===== config.mk =====
export PLATFORM = sky130hd
export DESIGN_NAME = nibble_serial_subtractor
export DESIGN_NICKNAME = d
export VERILOG_FILES = /design/src/rtl/nibble_serial_subtractor.sv
export SDC_FILE = /design/constraint.sdc
export NUM_CORES = 1
export LEC_CHECK = 0
export BUFFER_PORTS_ARGS = -buffer_cell sky130_fd_sc_hd__buf_4
export CAP_MARGIN = 20
export CORE_ASPECT_RATIO = 2
export CORE_UTILIZATION = 54
export CTS_CLUSTER_DIAMETER = 30
export CTS_CLUSTER_SIZE = 28
export DETAILED_ROUTE_END_ITERATION = 7
export PLACE_DENSITY = 0.79
export SYNTH_ARGS = -nofsm -noshare
export SYNTH_HDL_FRONTEND = slang
export SYNTH_SLANG_ARGS = --single-unit

===== constraint.sdc =====
create_clock -name clk -period 4.02 [get_ports clk]
set_input_delay 0.201 -clock clk [delete_from_list [all_inputs] [get_ports clk]]
set_output_delay 0.201 -clock clk [all_outputs]
set_load 0.005 [all_outputs]

===== src/rtl/nibble_serial_subtractor.sv =====
// Multi-cycle 32-bit subtractor: one nibble per cycle through a registered borrow,
// start/busy/done handshake, difference plus borrow/zero/negative/overflow flags.
module nibble_serial_subtractor (
    input  logic        clk,
    input  logic        rst,
    input  logic        start,
    input  logic [31:0] a,
    input  logic [31:0] b,
    output logic        busy,
    output logic        done,
    output logic [31:0] diff,
    output logic        borrow,
    output logic        zero,
    output logic        negative,
    output logic        overflow
);

    localparam int DATA_W  = 32;
    localparam int NIB_W   = 4;
    localparam int NIBBLES = DATA_W / NIB_W;

    typedef enum logic [1:0] {
        IDLE = 2'd0,
        RUN  = 2'd1,
        DONE = 2'd2
    } state_t;

    state_t state, state_next;

    logic [DATA_W-1:0] op_a;
    logic [DATA_W-1:0] op_b;
    logic [DATA_W-1:0] res;
    logic [DATA_W-1:0] res_next;
    logic [2:0]        k;
    logic              bin;
    logic              accept;
    logic              last;
    logic [NIB_W-1:0]  a_nib;
    logic [NIB_W-1:0]  b_nib;
    logic [NIB_W-1:0]  d_nib;
    logic              bout;

    // 4-bit ripple borrow subtract: returns {borrow_out, difference}.
    function automatic logic [NIB_W:0] nibble_sub(input logic [NIB_W-1:0] x,
                                                  input logic [NIB_W-1:0] y,
                                                  input logic             bi);
        logic [NIB_W-1:0] d;
        logic [NIB_W:0]   br;
        br[0] = bi;
        for (int i = 0; i < NIB_W; i++) begin
            d[i]    = x[i] ^ y[i] ^ br[i];
            br[i+1] = (~x[i] & y[i]) | (~(x[i] ^ y[i]) & br[i]);
        end
        return {br[NIB_W], d};
    endfunction

    function automatic logic sub_overflow(input logic sign_a,
                                          input logic sign_b,
                                          input logic sign_d);
        return (sign_a != sign_b) && (sign_d != sign_a);
    endfunction

    assign a_nib    = op_a[{k, 2'b00} +: NIB_W];
    assign b_nib    = op_b[{k, 2'b00} +: NIB_W];
    assign {bout, d_nib} = nibble_sub(a_nib, b_nib, bin);
    // Result nibbles enter at the top so nibble 0 lands in bits [3:0] after 8 shifts.
    assign res_next = {d_nib, res[DATA_W-1:NIB_W]};
    assign last     = (k == 3'(NIBBLES - 1));

    always_comb begin
        state_next = state;
        accept     = 1'b0;
        case (state)
            IDLE: begin
                if (start) begin
                    accept     = 1'b1;
                    state_next = RUN;
                end
            end
            RUN: begin
                if (last) state_next = DONE;
            end
            DONE: begin
                if (start) begin
                    accept     = 1'b1;
                    state_next = RUN;
                end else begin
                    state_next = IDLE;
                end
            end
            default: state_next = IDLE;
        endcase
    end

    always_ff @(posedge clk) begin
        if (rst) state <= IDLE;
        else     state <= state_next;
    end

    always_ff @(posedge clk) begin
        if (rst) begin
            op_a     <= '0;
            op_b     <= '0;
            res      <= '0;
            k        <= '0;
            bin      <= 1'b0;
            diff     <= '0;
            borrow   <= 1'b0;
            zero     <= 1'b0;
            negative <= 1'b0;
            overflow <= 1'b0;
        end else if (accept) begin
            op_a <= a;
            op_b <= b;
            k    <= '0;
            bin  <= 1'b0;
        end else if (state == RUN) begin
            res <= res_next;
            bin <= bout;
            k   <= k + 3'd1;
            if (last) begin
                diff     <= res_next;
                borrow   <= bout;
                zero     <= (res_next == '0);
                negative <= res_next[DATA_W-1];
                overflow <= sub_overflow(op_a[DATA_W-1], op_b[DATA_W-1], res_next[DATA_W-1]);
            end
        end
    end

    assign busy = (state == RUN);
    assign done = (state == DONE);

endmodule


### After elaboration in Yosys (flattened, before gate mapping)

Cells that the tools add are included.

* reductions and logical operators: 8
* shift-type cells: 2
* bitwise gates (word level): 29
* equal/unequal tests: 7
* add/sub/neg operators: 1
* multiplexer cells: 6

Operators with widths (number)
* 32-bit by 6-bit variable part select with 4-bit output: 2
* 32-bit logical NOT: 1
* 1-bit inverter: 9
* 1-bit AND: 8
* 1-bit XOR: 8
* 2-bit case mux with 3 select lines: 1
* 2-bit 2-to-1 mux: 2
* 1-bit bitwise OR: 4
* 2-bit AND reduction: 2
* 2-bit OR reduction: 2
* 3-bit by 1-bit adder with 3-bit output (second input constant): 1
* 3-bit equality test (second input constant): 1
* 1-bit 2-to-1 mux: 3
* 3-bit AND reduction: 1
* 2-bit by 1-bit equality test with 1-bit output (second input constant): 1
* 2-bit equality test (second input constant): 1
* 2-bit logical NOT: 1
* 1-bit inequality test: 2
* 2-bit by 1-bit inequality test with 1-bit output (second input constant): 1
* 2-bit inequality test (second input constant): 1
* 1-bit logical AND: 1

* bits of input ports: 67
* bits in registers: 138

### Longest topological paths before layout

Gate-level depths: netlist of the first run.

* depth in word-level cells: 12
* mapped depth: 13

### Worst setup path before layout of the first run

OpenSTA, ideal clock, no wires.

* path kind: reg2reg
* start point: register k[0]
* end point: register zero
* cell stages (with the launch flop): 14
* slack: 0.596 ns
* arrival time: 3.323 ns
* library setup time: 0.101 ns
* period minus slack after synthesis: 3.424 ns
* buffers on the path: 2
* data required time: 3.919 ns
* path through: dfxtp_1 buf_6 buf_6 mux4_2 mux2i_1 fa_1 inv_1 fa_1 fa_1 inv_1 fa_1 nor4_1 nand4_1 o41ai_1

* cells in the longest elaborated chain, start to end: 11

Ends and longest elaborated chain
* start: declaration: line 34 `logic [2:0] k;`
* start signal: assignment: line 120 `k <= k + 3'd1;`
* 32-bit by 6-bit variable part select with 4-bit output, on equally long branches: line 63, 64
* 1-bit XOR: line 52 `br[i+1] = (~x[i] & y[i]) | (~(x[i] ^ y[i]) & br[i]);`
* 1-bit inverter: line 52
* 1-bit AND: line 52
* 1-bit bitwise OR: line 52
* 1-bit AND: line 52
* 1-bit bitwise OR: line 52
* 1-bit AND: line 52
* 1-bit bitwise OR: line 52
* 1-bit XOR (*): line 51 `d[i] = x[i] ^ y[i] ^ br[i];`
* net d_nib[3]: line 40 `logic [NIB_W-1:0] d_nib;`
* 32-bit logical NOT (*): line 124 `zero <= (res_next == '0);`
* end signal: assignment: line 124
* end: declaration: line 13 `output logic zero,`

Mark *: on every way through the listed nets, which the timed path passes. The rest lies on a longest branch.
A chain may end at the register's enable or synchronous reset.

### Worst setup path after layout of the first run

Same ends and word-level chain as after synthesis.

==> key figures, run 1 <==
Detailed routing
  – Via count: 4494
  – Residual DRC: 0
  – Routed WL: 12100 µm
  – Initial DRC count: between 200 and 300
  – Post-route antenna net violation count: 0
  – DR pass1 iterations: 4
  – DR vias/cell: 5.48
  – DR WL/cell: 14.8 µm

CTS
  – Hold Buf Count CTS: 0
  – Clk slew on worst S/H paths: 0.05 ns
  – Clock root buffer: clkbuf_16
  – CTS tree: done
  – Clk_lat worst skew: between 0.4 and 0.5 ns
  – TritonCTS Buffers: 17
  – Clk buf depth: 2
  – Clock sink count: 133
  – Post-CTS sizing: 0
  – Postcts setup bufs: 0
  – H-tree Lvls: 4

Logic synthesis
  – Synth Area in Adders: 0.0200
  – Post-synthesis net count: 693
  – Multiplexer share of the synthesized area: 0.0920
  – Largest family of logic cells by synthesized area: simple AND/OR/NAND/NOR gates
  – Cell variety after synth: 31
  – Largest area contributor in the netlist: dfxtp_1
  – Cells after synthesis: 620
  – Mean Syn Cell Area: 8.49 µm²
  – Yosys warning count: 0
  – Synth top area cells: dfxtp_1, nand2_1, a21oi_1
  – Mapped cell area: 0.00526 mm²
  – Xor and xnor area share after synthesis: 0.00166
  – Post-Synth Simple-Gate Area: 0.205
  – Register area share after synthesis: 0.506
  – Seq cells post-synth: 133
  – Compound-Gate Fraction of Synth Area: 0.128
  – Synth top area share: 0.506

Die
  – I/O pin count: 105
  – DIE AREA: 0.0102 mm²
  – Row count: 50
  – Die Ht: ~140 µm
  – Die W: 71.8 µm
  – Core Region: 0.00938 mm²
  – Starting Density: 0.561

STA
  – Final Hold Fails: 0
  – RSZ-0062 raised after global routing: no
  – Slew HR: 0.291
  – Worst Tran Pin Value: 1.06 ns
  – Final worst-path cycle share: 0.890
  – Final worst slack: approximately 0.44 ns
  – # setup viols final: 0
  – Fmax: between 0.2 and 0.3 GHz
  – Worst Clk Skew: 0.0127 ns
  – Setup TNS: 0 ns
  – Post-route minimum period: around 3.6 ns
  – Final Max Slew Viols: 0

Finish
  – Fill count: approximately 750
  – Commonest cells after routing, fill and taps aside: nand2_1, dfxtp_1, a21oi_1
  – Area growth syn-to-layout: 25.3%
  – Commonest non-fill, non-tap cell in the layout: nand2_1
  – Nets@finish: 776
  – Share of layout cells above drive strength 1: 0.225
  – Diode count: 0

Place
  – # port buffers: 104
  – Final Wtd Congestion: between 0.7 and 0.8
  – Dpl ws: approximately 0.44 ns
  – DP HPWL: 8390 µm

Worst setup path
  – CP Data Required Time: between 4 and 5 ns
  – Slowest CP cell: mux4_2
  – Crit path largest cell delay: 0.52 ns
  – Worst-path fanout max: 11
  – Most Frequent Cell on Critical Path: fa_1
  – Type of destination of the critical path: flop
  – Critical Path AT: 3.89 ns
  – Critical path class: reg2reg
  – Startpoint Class: flop
  – Crit-path cells: buf_4 > mux4_2 > mux2i_1 > fa_1 > inv_1 > fa_1 > fa_1 > inv_1 > fa_1 > nor4_1 > nand4_1 > o41ai_1

Global routing
  – Aggregate global routing overflow: 0
  – Global-route total usage across every layer: 0.247
  – Largest net degree at the start of global routing: 104
  – First-pass GRT wire length: between 15000 and 20000 µm
  – Initial antenna violation count: 0
  – Vias in the first global route: 4307

Status
  – Status: finished, final reports clean

Power
  – Leakage power: 2.59 nW
  – Peak supply drop: about 0.40 mV
  – PwrDens: about 470 mW/mm²

Flow run
  – Max-cap violation count: 0

Min path
  – Hold WC Path Type: in2reg
-- kinds of logic (layout without fill, tap and decap cells) --
| logic type | Yosys count | in the layout |
|---|---|---|
| DFF | 133 | 133 |
| muxes | 26 | 26 |
| xor gates and xnor gates | 1 | 1 |
| and+or+nand+nor | 272 | 272 |
| adders and majority gates | 6 | 6 |
| AOI/OAI and AO/OA | 129 | 129 |
| buffers and inverters | 53 | 149 |
-- routing by layer --
layer	wire, µm	global-route usage
met5	0	0
met4	433	0.134
met3	475	0.0668
met2	6870	0.462
met1	4340	0.238
-- stage by stage --
stage | total power, mW | hold slack, ns | std cells | area, µm² | util
floorplan | 1.60 | 0.337 | 620 | 5260 | -
global placement | 1.68 | 0.441 | 787 | 6010 | 0.641
CTS | 3.14 | 0.0203 | 819 | 6580 | 0.701
global route | 3.23 | 0.0314 | 820 | 6600 | 0.703
detailed placement | 1.70 | 0.445 | 787 | 6010 | 0.641
finish | 3.12 | 0.0286 | 820 | 6600 | 0.703
-- cells in the mapped netlist, drive strengths merged --
master and number:
dfxtp 133, ha 2, nand2b 2, mux4 16, a211oi 5, inv 4
nor4 7, fa 4, a221oi 1, mux2 4, nor3 4, a2111oi 1
o21a 1, and3b 1, buf 27, nand2 240, mux2i 6, xnor2 1
o41ai 1, nand4 2, a21oi 120, nor2 10, nor2b 3, nor4bb 1
nand3b 2, clkbuf 22
-- registers in the layout (all words and copies together) (netlist names) --
register,count
diff,32
op_a,32
op_b,32
res,28
k,3
state,2
bin,1
borrow,1
overflow,1
zero,1
-- layout make-up --
cell class | count | area [µm²] | area share
Sequential cell | 133 | 2660 | 0.404
Multi-Input combinational cell | 434 | 2360 | 0.358
Timing Repair Buffer | 113 | 861 | 0.131
Clock buffer | 23 | 488 | 0.0740
Tap cell | 104 | 130 | 0.0197
Clock inverter | 9 | 76.3 | 0.0116
Inverter | 4 | 17.5 | 0.00266
-- final timing paths --
check	start	endpoint	slack, ns	cells after the start
worst max-delay path	k[0]$_SDFFE_PP0P_	zero$_SDFFE_PP0P_	0.44	12
worst min-delay path	a[23]	op_a[23]$_SDFFE_PP0P_	0.03	3
worst max register to register	k[0]$_SDFFE_PP0P_	zero$_SDFFE_PP0P_	0.44	12
worst min register to register	diff[6]$_SDFFE_PP0P_	diff[6]$_SDFFE_PP0P_	0.45	2
-- worst max-delay path: cells and delay by family, from the launching register on --
| kind | cells | cell delay, ns |
|---|---|---|
| muxes | 2 | 0.70 |
| AOI/OAI and AO/OA | 1 | 0.23 |
| and+or+nand+nor | 2 | 0.44 |
| buffers and inverters | 3 | 0.36 |
| DFF | 1 | 0.33 |
| adders and majority gates | 4 | 1.42 |
-- where the power goes --
group	switching, mW	internal, mW
Clock	0.543	0.909
Sequential	0.0313	1.37
Combinational	0.147	0.128
No activity file was read; power rests on OpenSTA's default activity.
==> run 2, diff against run 1 <==
--- a/config.mk
+++ b/config.mk
@@ -8,11 +8,10 @@
 export BUFFER_PORTS_ARGS = -buffer_cell sky130_fd_sc_hd__buf_4
 export CAP_MARGIN = 20
 export CORE_ASPECT_RATIO = 2
-export CORE_UTILIZATION = 54
+export CORE_UTILIZATION = 42
 export CTS_CLUSTER_DIAMETER = 30
 export CTS_CLUSTER_SIZE = 28
 export DETAILED_ROUTE_END_ITERATION = 7
-export PLACE_DENSITY = 0.79
 export SYNTH_ARGS = -nofsm -noshare
 export SYNTH_HDL_FRONTEND = slang
 export SYNTH_SLANG_ARGS = --single-unit
==> constraint.sdc (replaced) <==
create_clock -name clk -period 4.02 [get_ports clk]
set_input_delay 0.402 -clock clk [delete_from_list [all_inputs] [get_ports clk]]
set_output_delay 0.402 -clock clk [all_outputs]
set_load 0.005 [all_outputs]
==> run 2 against run 1 <==
  * First-iteration DRC count shrank 43%
  * Core utilization shrank 15 points
  * Global-route usage shrank 3.8 points
  * Largest power group unchanged
  * Highest routed layer unchanged
==> key figures, run 2 (synthesis gave the netlist of run 1 again) <==
STA
  – Final worst slack: 0.383 ns (-0.0592 ns)
  – Final Hold Fails: 0 (unchanged)
  – Setup TNS: 0 ns (unchanged)
  – # setup viols final: 0 (unchanged)
  – Final worst-path cycle share: 0.905 (+0.0147)
  – Fmax: 0.275 GHz (-1.6%)
  – Slew HR: 0.320 (+0.0287)
  – Post-route minimum period: 3.64 ns (+0.0592 ns)
  – Final Max Slew Viols: 0 (unchanged)
  – RSZ-0062 raised after global routing: no
  – WHS: 0.242 ns (+0.214 ns)
  – Worst Clk Skew: 0.00869 ns (-0.00406 ns)
  – Worst Tran Pin Value: 1.02 ns (-0.0430 ns)

Global routing
  – Largest net degree at the start of global routing: 101 (-2.9%)
  – First-pass GRT wire length: 20700 µm (+7.8%)
  – Initial antenna violation count: 0 (unchanged)
  – Vias in the first global route: 4468 (+3.7%)
  – Global-route total usage across every layer: 0.210 (-0.0379)
  – Aggregate global routing overflow: 0 (unchanged)

Die
  – Core Region: 0.0122 mm² (+30%)
  – Die W: 81.2 µm (+13%)
  – Die Ht: 160 µm (+13%)
  – DIE AREA: 0.0130 mm² (+28%)
  – Starting Density: 0.432 (-0.129)
  – I/O pin count: 105 (unchanged)
  – Row count: 57 (+14%)

CTS
  – Clk buf depth: 2 (unchanged)
  – Clock root buffer: clkbuf_16
  – Clk_lat worst skew: 0.41 ns (about the same)
  – H-tree Lvls: 4 (unchanged)
  – Post-CTS sizing: 0 (unchanged)
  – Clk slew on worst S/H paths: 0.06 ns (about the same)
  – Postcts setup bufs: 0 (unchanged)
  – TritonCTS Buffers: 17 (unchanged)
  – CTS tree: done
  – Clock sink count: 133 (unchanged)
  – Hold Buf Count CTS: 0 (unchanged)

Finish
  – Nets@finish: 778 (+0.26%)
  – Fill count: 1159 (+55%)
  – Largest regs: diff: 32 flops, op_a: 32 flops, op_b: 32 flops
  – Commonest non-fill, non-tap cell in the layout: nand2_1
  – Diode count: 0 (unchanged)
  – Area growth syn-to-layout: 28.7%
  – Finished Core Util: 0.555 (-0.148)
  – Share of layout cells above drive strength 1: 0.230 (+0.00494)
  – Commonest cells after routing, fill and taps aside: nand2_1, dfxtp_1, a21oi_1

Detailed routing
  – Via count: 4432 (-1.4%)
  – Routed WL: 12800 µm (+5.3%)
  – Initial DRC count: 154 (-43%)
  – Residual DRC: 0 (unchanged)
  – DR WL/cell: 14.8 µm (-0.21%)
  – Post-route antenna net violation count: 0 (unchanged)
  – DR vias/cell: 5.12 (-6.5%)
  – DR pass1 iterations: 4 (unchanged)

Min path
  – Hold WC Path Type: in2reg
  – Hold depth: 3 (unchanged)
  – Hold Crit Start: b[11]

Power
  – Overall power: 3.40 mW (+8.9%)
  – PwrDens: 503 mW/mm² (+6.1%)
  – Peak supply drop: 0.325 mV (-19%)
  – Leakage power: 2.64 nW (+1.9%)

Worst setup path
  – R2R depth: 9 (-3)
  – Critical path class: reg2reg
  – R2R Path Start: k[0]$_SDFFE_PP0P_
  – Critical path startpoint: k[0]$_SDFFE_PP0P_
  – CP Data Required Time: 4.31 ns (-0.03 ns)
  – Startpoint Class: flop
  – Critical Path AT: 3.93 ns (+0.04 ns)
  – Type of destination of the critical path: flop
  – Worst-path fanout max: 10 (-1)

Place
  – # port buffers: 104 (unchanged)
  – DP HPWL: 9130 µm (+8.7%)
  – Final Wtd Congestion: 0.783 (-0.89%)
  – Dpl ws: 0.152 ns (-0.292 ns)

Status
  – Status: finished, final reports clean

Flow run
  – Max-cap violation count: 0 (unchanged)
[run 2: layer usage]
| metal | vias up | part of all wire | track usage |
|---|---|---|---|
| li1 | 2243 | - | - |
| met1 | 2072 | 0.37 | 0.206 |
| met2 | 94 | 0.57 | 0.400 |
| met3 | 23 | 0.027 | 0.0409 |
| met4 | 0 | 0.028 | 0.0950 |
| met5 | - | 0 | 0 |
[run 2: path summary, 6_finish.rpt]
path	slack [ns]	end
max	0.38	zero$_SDFFE_PP0P_
min reg2reg	0.45	diff[12]$_SDFFE_PP0P_
max reg2reg	0.38	zero$_SDFFE_PP0P_
min	0.24	op_b[11]$_SDFFE_PP0P_
[run 2: power breakdown]
part           internal [mW]  switching (mW)  leakage (nW)
clock                   1.15           0.571         0.320
combinational          0.131           0.147          1.24
sequential              1.37          0.0366          1.08
total                   2.65           0.754          2.64
[run 2: worst max-delay path, cell delays in order, from the launching register on]
cell	delay, ns
dfxtp_2	0.49
mux4_1	0.66
mux2_2	0.31
fa_1	0.42
fa_1	0.37
inv_1	0.08
fa_1	0.48
nor4_1	0.30
nand4_1	0.14
o41ai_1	0.28
[run 2: through the flow]
step	area, µm²	std cells
2_1_floorplan	5260	620
3_3_place_gp	6070	831
3_5_place_dp	6070	831
4_1_cts	6740	863
5_1_grt	6770	865
6_report	6770	865
[run 2: area by class of cell]
| type | count | area, µm² | share of cell area |
|---|---|---|---|
| clock buffer | 21 | 470 | 0.0695 |
| clock inverter | 11 | 196 | 0.0290 |
| inverter | 4 | 17.5 | 0.00259 |
| multi-input combinational | 434 | 2360 | 0.349 |
| sequential | 133 | 2660 | 0.393 |
| tap | 147 | 184 | 0.0272 |
| timing repair buffer | 115 | 880 | 0.130 |
==> run 3, diff against run 2 <==
--- a/config.mk
+++ b/config.mk
@@ -5,6 +5,7 @@
 export SDC_FILE = /design/constraint.sdc
 export NUM_CORES = 1
 export LEC_CHECK = 0
+export ABC_CLOCK_PERIOD_IN_PS = 4019
 export BUFFER_PORTS_ARGS = -buffer_cell sky130_fd_sc_hd__buf_4
 export CAP_MARGIN = 20
 export CORE_ASPECT_RATIO = 2
==> constraint.sdc (replaced) <==
create_clock -name clk -period 4.02 [get_ports clk]
set_input_delay 0.804 -clock clk [delete_from_list [all_inputs] [get_ports clk]]
set_output_delay 0.804 -clock clk [all_outputs]
set_load 0.005 [all_outputs]
==> run 3 against run 2 <==
  * Clock skew is 0.0042 ns higher
  * Clock power shrank 12%
  * Power is 6.4% lower
  * Combinational power up 1%
  * Register-to-register slack worse by 0.09 ns
  * Critical path type unchanged
  * Largest cell class unchanged
==> key figures, run 3 (synthesis gave the netlist of run 1 again) <==
Worst setup path
  – Slowest CP cell: mux4_1
  – Type of destination of the critical path: flop
  – Critical Path AT: 4.03 ns (+0.10 ns)
  – Crit-path cells: buf_4 > mux4_1 > mux2_2 > fa_1 > fa_1 > inv_1 > fa_1 > nor4_1 > nand4_1 > o41ai_1
  – Most Frequent Cell on Critical Path: fa_1
  – Worst-path fanout max: 14 (+4)
  – Startpoint Class: flop
  – Crit path largest cell delay: 0.66 ns (about the same)
  – CP Data Required Time: 4.32 ns (about the same)
  – Critical path class: reg2reg

Status
  – Status: finished, final reports clean

Finish
  – Fill count: 1186 (+2.3%)
  – Share of layout cells above drive strength 1: 0.229 (-0.00107)
  – Largest regs: diff: 32 flops, op_a: 32 flops, op_b: 32 flops
  – Commonest non-fill, non-tap cell in the layout: nand2_1
  – Final Non-Filler Cells: 864 (-0.12%)
  – Area growth syn-to-layout: 27.0%
  – Commonest cells after routing, fill and taps aside: nand2_1, dfxtp_1, a21oi_1
  – Diode count: 0 (unchanged)
  – Nets@finish: 778 (unchanged)

CTS
  – Clk buf depth: 2 (unchanged)
  – Postcts setup bufs: 0 (unchanged)
  – Clk slew on worst S/H paths: 0.06 ns (about the same)
  – CTS tree: done
  – H-tree Lvls: 4 (unchanged)
  – TritonCTS Buffers: 17 (unchanged)
  – Clk_lat worst skew: 0.42 ns (about the same)
  – Clock sink count: 133 (unchanged)
  – Clock root buffer: clkbuf_16
  – Post-CTS sizing: 0 (unchanged)
  – Hold Buf Count CTS: 0 (unchanged)

STA
  – Fmax: 0.268 GHz (-2.5%)
  – Worst Tran Pin Value: 0.756 ns (-0.264 ns)
  – Post-route minimum period: 3.73 ns (+0.0930 ns)
  – Slew HR: 0.494 (+0.174)
  – RSZ-0062 raised after global routing: no
  – # setup viols final: 0 (unchanged)
  – Worst Clk Skew: 0.0129 ns (+0.00418 ns)
  – WHS: 0.453 ns (+0.210 ns)
  – Final Max Slew Viols: 0 (unchanged)
  – Final Hold Fails: 0 (unchanged)
  – Setup TNS: 0 ns (unchanged)
  – Final worst-path cycle share: 0.928 (+0.0231)

Detailed routing
  – Residual DRC: 0 (unchanged)
  – Post-route antenna net violation count: 0 (unchanged)
  – DR vias/cell: 5.17 (+0.86%)
  – Via count: 4465 (+0.74%)
  – Initial DRC count: 137 (-11%)
  – DR pass1 iterations: 5 (+1)
  – DR WL/cell: 14.9 µm (+0.70%)
  – Routed WL: 12800 µm (+0.58%)

Min path
  – Hold WC Path Type: reg2reg

Power
  – Leakage power: 2.59 nW (-1.9%)
  – Psw: 0.750 mW (-0.48%)
  – Clock power frac: 0.473 (-0.034)
  – Peak supply drop: 0.376 mV (+16%)
  – Comb power frac: 0.088 (+0.007)
  – Cell internal pwr: 2.44 mW (-8.1%)
  – PwrDens: 477 mW/mm² (-5.2%)
  – Switching Fraction: 0.235 (+0.0140)
  – Reg power frac: 0.439 (+0.027)

Die
  – Die Ht: 160 µm (unchanged)
  – DIE AREA: 0.0130 mm² (unchanged)
  – Die W: 81.2 µm (unchanged)
  – Starting Density: 0.432 (unchanged)
  – I/O pin count: 105 (unchanged)
  – Row count: 57 (unchanged)
  – Core Region: 0.0122 mm² (unchanged)

Global routing
  – Vias in the first global route: 4532 (+1.4%)
  – Largest net degree at the start of global routing: 65 (-36%)
  – First-pass GRT wire length: 21500 µm (+3.8%)
  – Aggregate global routing overflow: 0 (unchanged)
  – Global-route total usage across every layer: 0.216 (+0.00642)
  – Initial antenna violation count: 0 (unchanged)

Place
  – # port buffers: 104 (unchanged)
  – Placed Cells: 833 (+0.24%)
  – DP HPWL: 9350 µm (+2.4%)
  – Final Wtd Congestion: 0.787 (+0.50%)

Flow run
  – Max-cap violation count: 0 (unchanged)
## run 3: changes by cell type in the layout (fill, tap and decap cells not counted)
cell        previous run  this run
clkinv_4               2         1
clkinvlp_4             2         5
dfxtp_2                1         0
dfxtp_1              132       133
clkbuf_8               3         2
buf_4                113       114
buf_6                  1         0
clkbuf_1               1         0
clkinv_2               1         3
bufinv_16              5         2
## run 3: final cells by class
cell class	instances	area, µm²	share of cell area
Clock inverter	12	130	0.0195
Sequential cell	133	2660	0.398
Inverter	4	17.5	0.00262
Timing Repair Buffer	115	876	0.131
Multi-Input combinational cell	434	2360	0.353
Clock buffer	19	453	0.0678
Tap cell	147	184	0.0275
## run 3: worst paths after layout
check	startpoint	to	slack, ns	cells past startpoint
max	k[0]$_SDFFE_PP0P_	zero$_SDFFE_PP0P_	0.29	10
min	diff[12]$_SDFFE_PP0P_	diff[12]$_SDFFE_PP0P_	0.45	2
max reg2reg	k[0]$_SDFFE_PP0P_	zero$_SDFFE_PP0P_	0.29	10
min reg2reg	diff[12]$_SDFFE_PP0P_	diff[12]$_SDFFE_PP0P_	0.45	2
## run 3: metrics by stage
step	setup slack [ns]	util	cell area [µm²]	power [mW]
after detailed placement	0.319	0.500	6100	1.71
after global placement	0.433	0.499	6080	1.70
final	0.290	0.548	6680	3.19
after CTS	0.275	0.548	6680	3.21
after floorplan	0.596	-	5260	1.60
after global routing	0.0741	0.548	6680	3.31
## run 3: worst max-delay path, delay by kind of cell, from the launching register on
family	cells	cell delay (ns)
flip-flops	1	0.33
multiplexers	2	0.97
adder cells (fa/ha/maj)	3	1.27
AO/OA/AOI/OAI	1	0.25
AND/OR/NAND/NOR	2	0.45
buffers and inverters	2	0.33
## run 3: power groups by stage
stage,combinational (mW),clock [mW],sequential (mW)
after floorplan,0.189,0,1.41
after global placement,0.273,0,1.42
after detailed placement,0.285,0,1.43
after CTS,0.285,1.53,1.40
after global routing,0.314,1.59,1.40
final,0.281,1.51,1.40
## run 3: per-layer routing
metal	part of all wire	global-route usage	vias to the layer above
li1	-	-	2237
met1	0.38	0.227	2094
met2	0.56	0.399	114
met3	0.035	0.0358	20
met4	0.027	0.101	0
met5	0	0	-
